**config.mk**
```make
export PLATFORM = sky130hd
export DESIGN_NAME = pid_servo_ctrl
export DESIGN_NICKNAME = d
export VERILOG_FILES = /design/src/rtl/pid_servo_ctrl.sv
export SDC_FILE = /design/constraint.sdc
export NUM_CORES = 1
export LEC_CHECK = 0
export ABC_AREA = 1
export BUFFER_PORTS_ARGS = -buffer_cell sky130_fd_sc_hd__buf_2
export CAP_MARGIN = 20
export CORE_ASPECT_RATIO = 0.9
export CORE_MARGIN = 2
export CORE_UTILIZATION = 60
export DETAILED_ROUTE_END_ITERATION = 8
export HOLD_SLACK_MARGIN = 0.12
export PLACE_DENSITY = 0.78
export RECOVER_POWER = 25
export SLEW_MARGIN = 20
export SYNTH_ARGS = -nofsm -noshare
export SYNTH_HDL_FRONTEND = slang
export SYNTH_SLANG_ARGS = --single-unit
```
**constraint.sdc**
```tcl
create_clock -name clk -period 6 [get_ports clk]
set_clock_uncertainty 0.05 [all_clocks]
set_input_delay 1.8 -clock clk [delete_from_list [all_inputs] [get_ports clk]]
set_output_delay 1.8 -clock clk [all_outputs]
set_load 0.02 [all_outputs]
```
**src/rtl/pid_servo_ctrl.sv**
```systemverilog
// Time-sampled PID position controller producing a clamped servo duty word.
// Latency: inputs captured on the sample tick, duty_out/flags visible 4 clocks later with duty_valid.
// Backpressure: none; the PWM sink must accept every duty_valid pulse (one per SAMPLE_DIV clocks).
module pid_servo_ctrl #(
    parameter int POS_W      = 12,
    parameter int DUTY_W     = 18,
    parameter int KP         = 100,
    parameter int KI         = 1,
    parameter int KD         = 10,
    parameter int GAIN_SHIFT = 0,
    parameter int OFFSET     = 75000,
    parameter int MIN_DUTY   = 50000,
    parameter int MAX_DUTY   = 100000,
    parameter int INT_LIM    = 4096,
    parameter int SAMPLE_DIV = 50000
) (
    input  logic              clk,
    input  logic              rst,
    input  logic              en,
    input  logic [POS_W-1:0]  setpoint,
    input  logic [POS_W-1:0]  feedback,
    output logic [DUTY_W-1:0] duty_out,
    output logic              duty_valid,
    output logic              busy,
    output logic              sat_hi,
    output logic              sat_lo
);

    localparam int ACC_W = 40;
    localparam int ERR_W = POS_W + 1;
    localparam int DER_W = POS_W + 2;
    localparam int INT_W = $clog2(INT_LIM + 1) + 1;
    localparam int CNT_W = (SAMPLE_DIV > 1) ? $clog2(SAMPLE_DIV) : 1;

    localparam logic [CNT_W-1:0] CNT_LAST = CNT_W'(SAMPLE_DIV - 1);

    localparam logic [1:0] S_IDLE = 2'd0;
    localparam logic [1:0] S_ERR  = 2'd1;
    localparam logic [1:0] S_SUM  = 2'd2;
    localparam logic [1:0] S_SAT  = 2'd3;

    localparam logic signed [ACC_W-1:0] KP_A     = ACC_W'(KP);
    localparam logic signed [ACC_W-1:0] KI_A     = ACC_W'(KI);
    localparam logic signed [ACC_W-1:0] KD_A     = ACC_W'(KD);
    localparam logic signed [ACC_W-1:0] OFFSET_A = ACC_W'(OFFSET);
    localparam logic signed [ACC_W-1:0] MAX_A    = ACC_W'(MAX_DUTY);
    localparam logic signed [ACC_W-1:0] MIN_A    = ACC_W'(MIN_DUTY);
    localparam logic signed [ACC_W-1:0] INT_HI_A = ACC_W'(INT_LIM);
    localparam logic signed [ACC_W-1:0] INT_LO_A = ACC_W'(-INT_LIM);

    logic [1:0]               r_state;
    logic [CNT_W-1:0]         r_cnt;
    logic [POS_W-1:0]         r_sp;
    logic [POS_W-1:0]         r_fb;
    logic signed [ERR_W-1:0]  r_err;
    logic signed [ERR_W-1:0]  r_last_err;
    logic signed [DER_W-1:0]  r_deriv;
    logic signed [INT_W-1:0]  r_integ;
    logic signed [ACC_W-1:0]  r_acc;

    logic                     w_tick;
    logic signed [ERR_W-1:0]  w_err;
    logic signed [DER_W-1:0]  w_deriv;
    logic                     w_err_pos;
    logic                     w_err_neg;
    logic                     w_hold;
    logic signed [ACC_W-1:0]  w_int_sum;
    logic signed [ACC_W-1:0]  w_pid;
    logic signed [ACC_W-1:0]  w_acc;

    assign w_tick    = en && (r_cnt == CNT_LAST);
    assign busy      = (r_state != S_IDLE);

    // Zero-extend the unsigned positions by one bit so the difference is exact.
    assign w_err     = $signed({1'b0, r_sp}) - $signed({1'b0, r_fb});
    assign w_deriv   = DER_W'(w_err) - DER_W'(r_last_err);
    assign w_err_neg = w_err[ERR_W-1];
    assign w_err_pos = !w_err[ERR_W-1] && (w_err != '0);

    // Conditional anti-windup: stop integrating further into the rail we are already pinned on.
    assign w_hold    = (sat_hi && w_err_pos) || (sat_lo && w_err_neg);
    assign w_int_sum = ACC_W'(r_integ) + ACC_W'(w_err);

    assign w_pid = KP_A * ACC_W'(r_err) + KI_A * ACC_W'(r_integ) + KD_A * ACC_W'(r_deriv);
    assign w_acc = OFFSET_A + (w_pid >>> GAIN_SHIFT);

    // Sample counter: free-runs while enabled, parked at zero otherwise.
    always_ff @(posedge clk) begin
        if (rst || !en) begin
            r_cnt <= '0;
        end else if (r_cnt == CNT_LAST) begin
            r_cnt <= '0;
        end else begin
            r_cnt <= r_cnt + 1'b1;
        end
    end

    // Controller FSM and datapath: capture, error/integral, weighted sum, then clamp.
    always_ff @(posedge clk) begin
        if (rst) begin
            r_state    <= S_IDLE;
            r_sp       <= '0;
            r_fb       <= '0;
            r_err      <= '0;
            r_last_err <= '0;
            r_deriv    <= '0;
            r_integ    <= '0;
            r_acc      <= '0;
        end else begin
            case (r_state)
                S_IDLE: begin
                    if (w_tick) begin
                        r_sp    <= setpoint;
                        r_fb    <= feedback;
                        r_state <= S_ERR;
                    end
                end
                S_ERR: begin
                    r_err      <= w_err;
                    r_deriv    <= w_deriv;
                    r_last_err <= w_err;
                    if (!w_hold) begin
                        if (w_int_sum > INT_HI_A) begin
                            r_integ <= INT_W'(INT_HI_A);
                        end else if (w_int_sum < INT_LO_A) begin
                            r_integ <= INT_W'(INT_LO_A);
                        end else begin
                            r_integ <= INT_W'(w_int_sum);
                        end
                    end
                    r_state <= S_SUM;
                end
                S_SUM: begin
                    r_acc   <= w_acc;
                    r_state <= S_SAT;
                end
                default: begin
                    r_state <= S_IDLE;
                end
            endcase
        end
    end

    // Output register: duty word and rail flags update only from the SAT step.
    always_ff @(posedge clk) begin
        if (rst) begin
            duty_out   <= DUTY_W'(OFFSET);
            duty_valid <= 1'b0;
            sat_hi     <= 1'b0;
            sat_lo     <= 1'b0;
        end else if (r_state == S_SAT) begin
            duty_valid <= 1'b1;
            if (r_acc > MAX_A) begin
                duty_out <= DUTY_W'(MAX_DUTY);
                sat_hi   <= 1'b1;
                sat_lo   <= 1'b0;
            end else if (r_acc < MIN_A) begin
                duty_out <= DUTY_W'(MIN_DUTY);
                sat_hi   <= 1'b0;
                sat_lo   <= 1'b1;
            end else begin
                duty_out <= r_acc[DUTY_W-1:0];
                sat_hi   <= 1'b0;
                sat_lo   <= 1'b0;
            end
        end else begin
            duty_valid <= 1'b0;
        end
    end

endmodule

```
# == After elaboration in Yosys (flattened, before gate mapping) ==
# Cells that the tools add are included.
# classes
addsub,7
n_mul,2
order_cmp,4
eq_ne,5
n_mux,10
bitwise,1
reduce_logical,14
# ops
operator,n
greater-than comparator 40 x 18 -> 1 bit (second input constant),1
< comparator 40 x 17 -> 1 bit (second input constant),1
two-way mux 18 bit,2
two-way mux 14 bit,2
adder 18 x 23 -> 24 bit (first input constant),1
adder 22 x 19 -> 23 bit,1
adder 21 x 14 -> 22 bit,1
multiplier 6 x 13 -> 19 bit (first input constant),1
multiplier 4 x 14 -> 18 bit (first input constant),1
adder 16 x 1 -> 16 bit (second input constant),1
equality test 16 bit (second input constant),1
adder 14 x 13 -> 15 bit,1
greater-than comparator 15 x 14 -> 1 bit (second input constant),1
< comparator 15 x 13 -> 1 bit (second input constant),1
subtractor 13 x 13 -> 14 bit,1
nonzero test 13 bit,1
subtractor 12 x 12 -> 13 bit,1
one-hot mux 2 bit (3 select lines),1
equality test 2 bit (second input constant),2
logical AND 1 bit,4
two-way mux 1 bit,4
AND reduction 2 bit,2
equality test 2 x 1 -> 1 bit (second input constant),1
logical NOT 1 bit,2
7 further kinds,8
# word_totals
reg_bits,144
inputBits,27
out_inout_bits,22
word_cells,55

# == Depth between registers and ports, before layout ==
# depth
ltp_word,7
ltp_mapped,29
depth_no_buf,28

# == Worst setup path before layout ==
# No wires, ideal clock.
# synth_path
kind,register to register
from,"register, netlist name r_last_err[1]"
to,register r_acc[38]
setup_ns,0.070
arrival_ns,4.989
required_time_ns,5.880
setup_slack_ns,0.890
stages_incl_launch_ff,26
path_buffers,0
period_less_slack_ns,5.110
cell_sequence,dfxtp_1 -> ha_1 -> fa_1 -> ha_1 -> ha_1 -> fa_1 -> a21oi_1 -> o21bai_1 -> a21oi_1 -> o21ai_0 -> a21oi_1 -> nor2_1 -> nor2_1 -> xor2_1 -> fa_1 -> inv_1 -> ha_1 -> ha_1 -> nand2_1 -> nor3_1 -> nor3b_1 -> nand3_1 -> nand3_1 -> xor2_1 -> nand2_1 -> a21oi_1
# synth_rtl
item,line_no,source
end signal: assignment,134,r_acc <= w_acc;
end: declaration,59,logic signed [ACC_W-1:0] r_acc;

==> results.md <==
- First-pass GRT wire length: 45.0 mm
- Synth Register Bits: 128
- Worst setup endpoint: r_acc[22]$_SDFFE_PP0P_
- H-tree depth: 4
- WS Path Type: reg2reg
- Critical-path maximum fanout: 4
- Pwr Density: 163 nW/um^2
- Buffers added on ports: 48
- Post-cts hold buffer count: 0
- Die Span Y: 134 um
- Vias per cell: 5.43
- # rows: 47
- WP data required: 6320 ps
- Minimum clock period: 5590 ps
- Arrival @ worst endpoint: 5910 ps
- Via Count: 10.3k
- Setup TNS: 0 ps
- Max Clock Freq: 0.179 GHz
- Crit path launch type: flip-flop
- GR Overflow Total: 0
- LEAKAGE: 6.43 nW
- Final slew viol count: 0
- Most used DFF post-synth: dfxtp_1
- Final instance area: 12200 um^2
- Initial antenna violation count: 0
- Internal reg-to-reg setup slack: 410 ps
- Reg area: 2560 um^2
- Fin. Hold Viols: 0
- Part of the Yosys area used for sequential elements: 22.9%
- Num Clock Sinks: 128
- Period utilization: 93.2%
- Vias in the first global route: 9661
- Total GRT Usage: 27.7%
- Final WS setup: 409 ps
- Placement Setup Slack: 339 ps
- Layout cell share with drive strength beyond 1: 5.89%
- First-pass DRT Iterations: 7
- Total power: 2.00 mW
- Area Growth Syn to Fin: 9.24%
- Hold Path Class: reg2reg
- Commonest non-fill, non-tap cell in the layout: inv_1
- Post-synth EDFFs: 0
- # nets final: 1847
- Ys async rst share: 0%
- Worst skew pair latency: 430 ps
- Core area: 18300 um^2
- CTS tree: built
- Mapped Cells: 1602
- Antenna Cells: 0
- Worst Setup End Kind: flip-flop
- Setup bufs post-CTS: 0
- Syn nets: 1815
- Hold slack: 389 ps
- Worst Reg-to-Reg Cells: 23
- Die Width: 148 um
- Crit path launch: r_last_err[5]$_SDFFE_PP0P_
- CTS max path bufs: 2
- Post_cts resized: 0
- Cell Area, Synth: 11200 um^2
- Clock root cell: clkbuf_16
- Post-route ant nets: 0
- Routed WL: 26.2 mm
- Fillcell total: 1682
- Slew HR: 41.6%
- Post-Route Utilization: 66.7%
- Worst R2R End: r_acc[22]$_SDFFE_PP0P_
- Die Area: 19800 um^2
- Clock-pin slew on the worst setup and hold paths: 60 ps
- Largest net degree at the start of global routing: 60
- Average wire per standard cell: 13.8 um
- Area post-placement: 11600 um^2
- Initial Util: 61.0%
- Max-Cap Viols: 0
- Peak VDD IR: 201 uV
- Placed Cells incl. Taps: 1860
- Synthesis Warnings: 0
- Routability cong.: 0.877
- DRC errors left: 0
- Syn Area/Cell: 6.99 um^2
- Layout Cells excl Fill: 1892
- Final setup viols: 0
- Hold wc startpoint: duty_out[17]$_SDFFE_PP0P_
- DRT iter0 DRCs: 668
- RSZ-0062 raised after global routing: true
- Commonest cells after routing, fill and taps aside: inv_1, nand2_1, nor2_1
- RR Startpoint: r_last_err[5]$_SDFFE_PP0P_
- DP Wirelength: 20.5 mm
- Status: finished, final reports clean
- Area of the multi-input gates: 7410 um^2
- Clock buffer count from CTS: 17
- Slew @ Worst Pin: 875 ps
- Synth cell types: 50
- Num ports: 49
==> routing by layer <==
| metal | vias to the layer above | global-route usage [%] | routed length (um) |
|---|---|---|---|
| met5 | - | 0 | 0 |
| met4 | 0 | 5.98 | 347 |
| met3 | 32 | 4.55 | 1380 |
| met2 | 245 | 46.2 | 12000 |
| li1 | 5308 | - | - |
| met1 | 4684 | 37.9 | 12400 |
==> critical path, cell delays in order (launching register included) <==
cell,delay [ps]
dfxtp_1,450
ha_1,320
fa_1,500
ha_1,310
ha_1,300
inv_1,80
nor3_1,170
a21oi_1,130
o21ai_0,300
a31oi_1,170
o21ai_0,230
xor2_1,220
fa_1,500
ha_1,330
ha_1,320
inv_1,80
nor3_1,240
nor3b_2,250
nand4_1,120
nand3_1,120
a21oi_1,60
o21ai_0,110
o211ai_1,100
inv_1,80
==> cells in the mapped netlist (all sizes together), types with 27 or more instances <==
cell,n,area (um^2)
ha,151,1890
nand2,273,1050
fa,35,701
nand4,35,219
xor2,37,324
nor2,172,648
dfxtp,128,2560
inv,282,1060
nand3,63,325
o21ai,108,541
clkbuf,27,101
a21oi,150,762
==> how the worst min path moves through the flow <==
stage	slack (ps)	to	cells after the start
4_1_cts	390	duty_out[17]$_SDFFE_PP0P_	2
6_report	390	duty_out[17]$_SDFFE_PP0P_	2
3_3_place_gp	380	duty_out[17]$_SDFFE_PP0P_	2
3_5_place_dp	380	duty_out[17]$_SDFFE_PP0P_	2
2_1_floorplan	380	r_cnt[0]$_SDFF_PP0_	1
5_1_grt	430	r_fb[5]$_SDFFE_PP0P_	2
==> registers in the layout, indices dropped and copies added, names as in the netlist, 2 cells and up <==
name and count:
duty_out 18, r_acc 24, r_cnt 16, r_deriv 14, r_fb 12, r_integ 14, r_last_err 13, r_sp 12
r_state 2
==> area by class of cell <==
cell class              instances  share of cell area, %
well taps                     245                   2.51
inverters                     283                   8.69
multi-input cells            1152                   60.6
repair buffers                 52                   2.10
flip-flops and latches        128                   21.0
clock inverters                12                   1.47
clock buffers                  20                   3.73
==> power by group <==
group          total (mW)  internal (mW)  leakage, nW  switching [mW]
Sequential          0.851          0.851         1.03        0.000573
Combinational      0.0260        0.00874         5.09          0.0172
Clock                1.12          0.719        0.307           0.401
Total                2.00           1.58         6.43           0.419
==> cells by family after synthesis <==
kind of cell,after synthesis,share of synthesized area [%]
compound gates,317,15.8
xor+xnor,54,4.22
fa+ha+maj,186,23.1
buf+inv,322,11.1
flops,128,22.9
simple gates,595,22.9
Note: power is estimated with default switching activity, not from simulation.
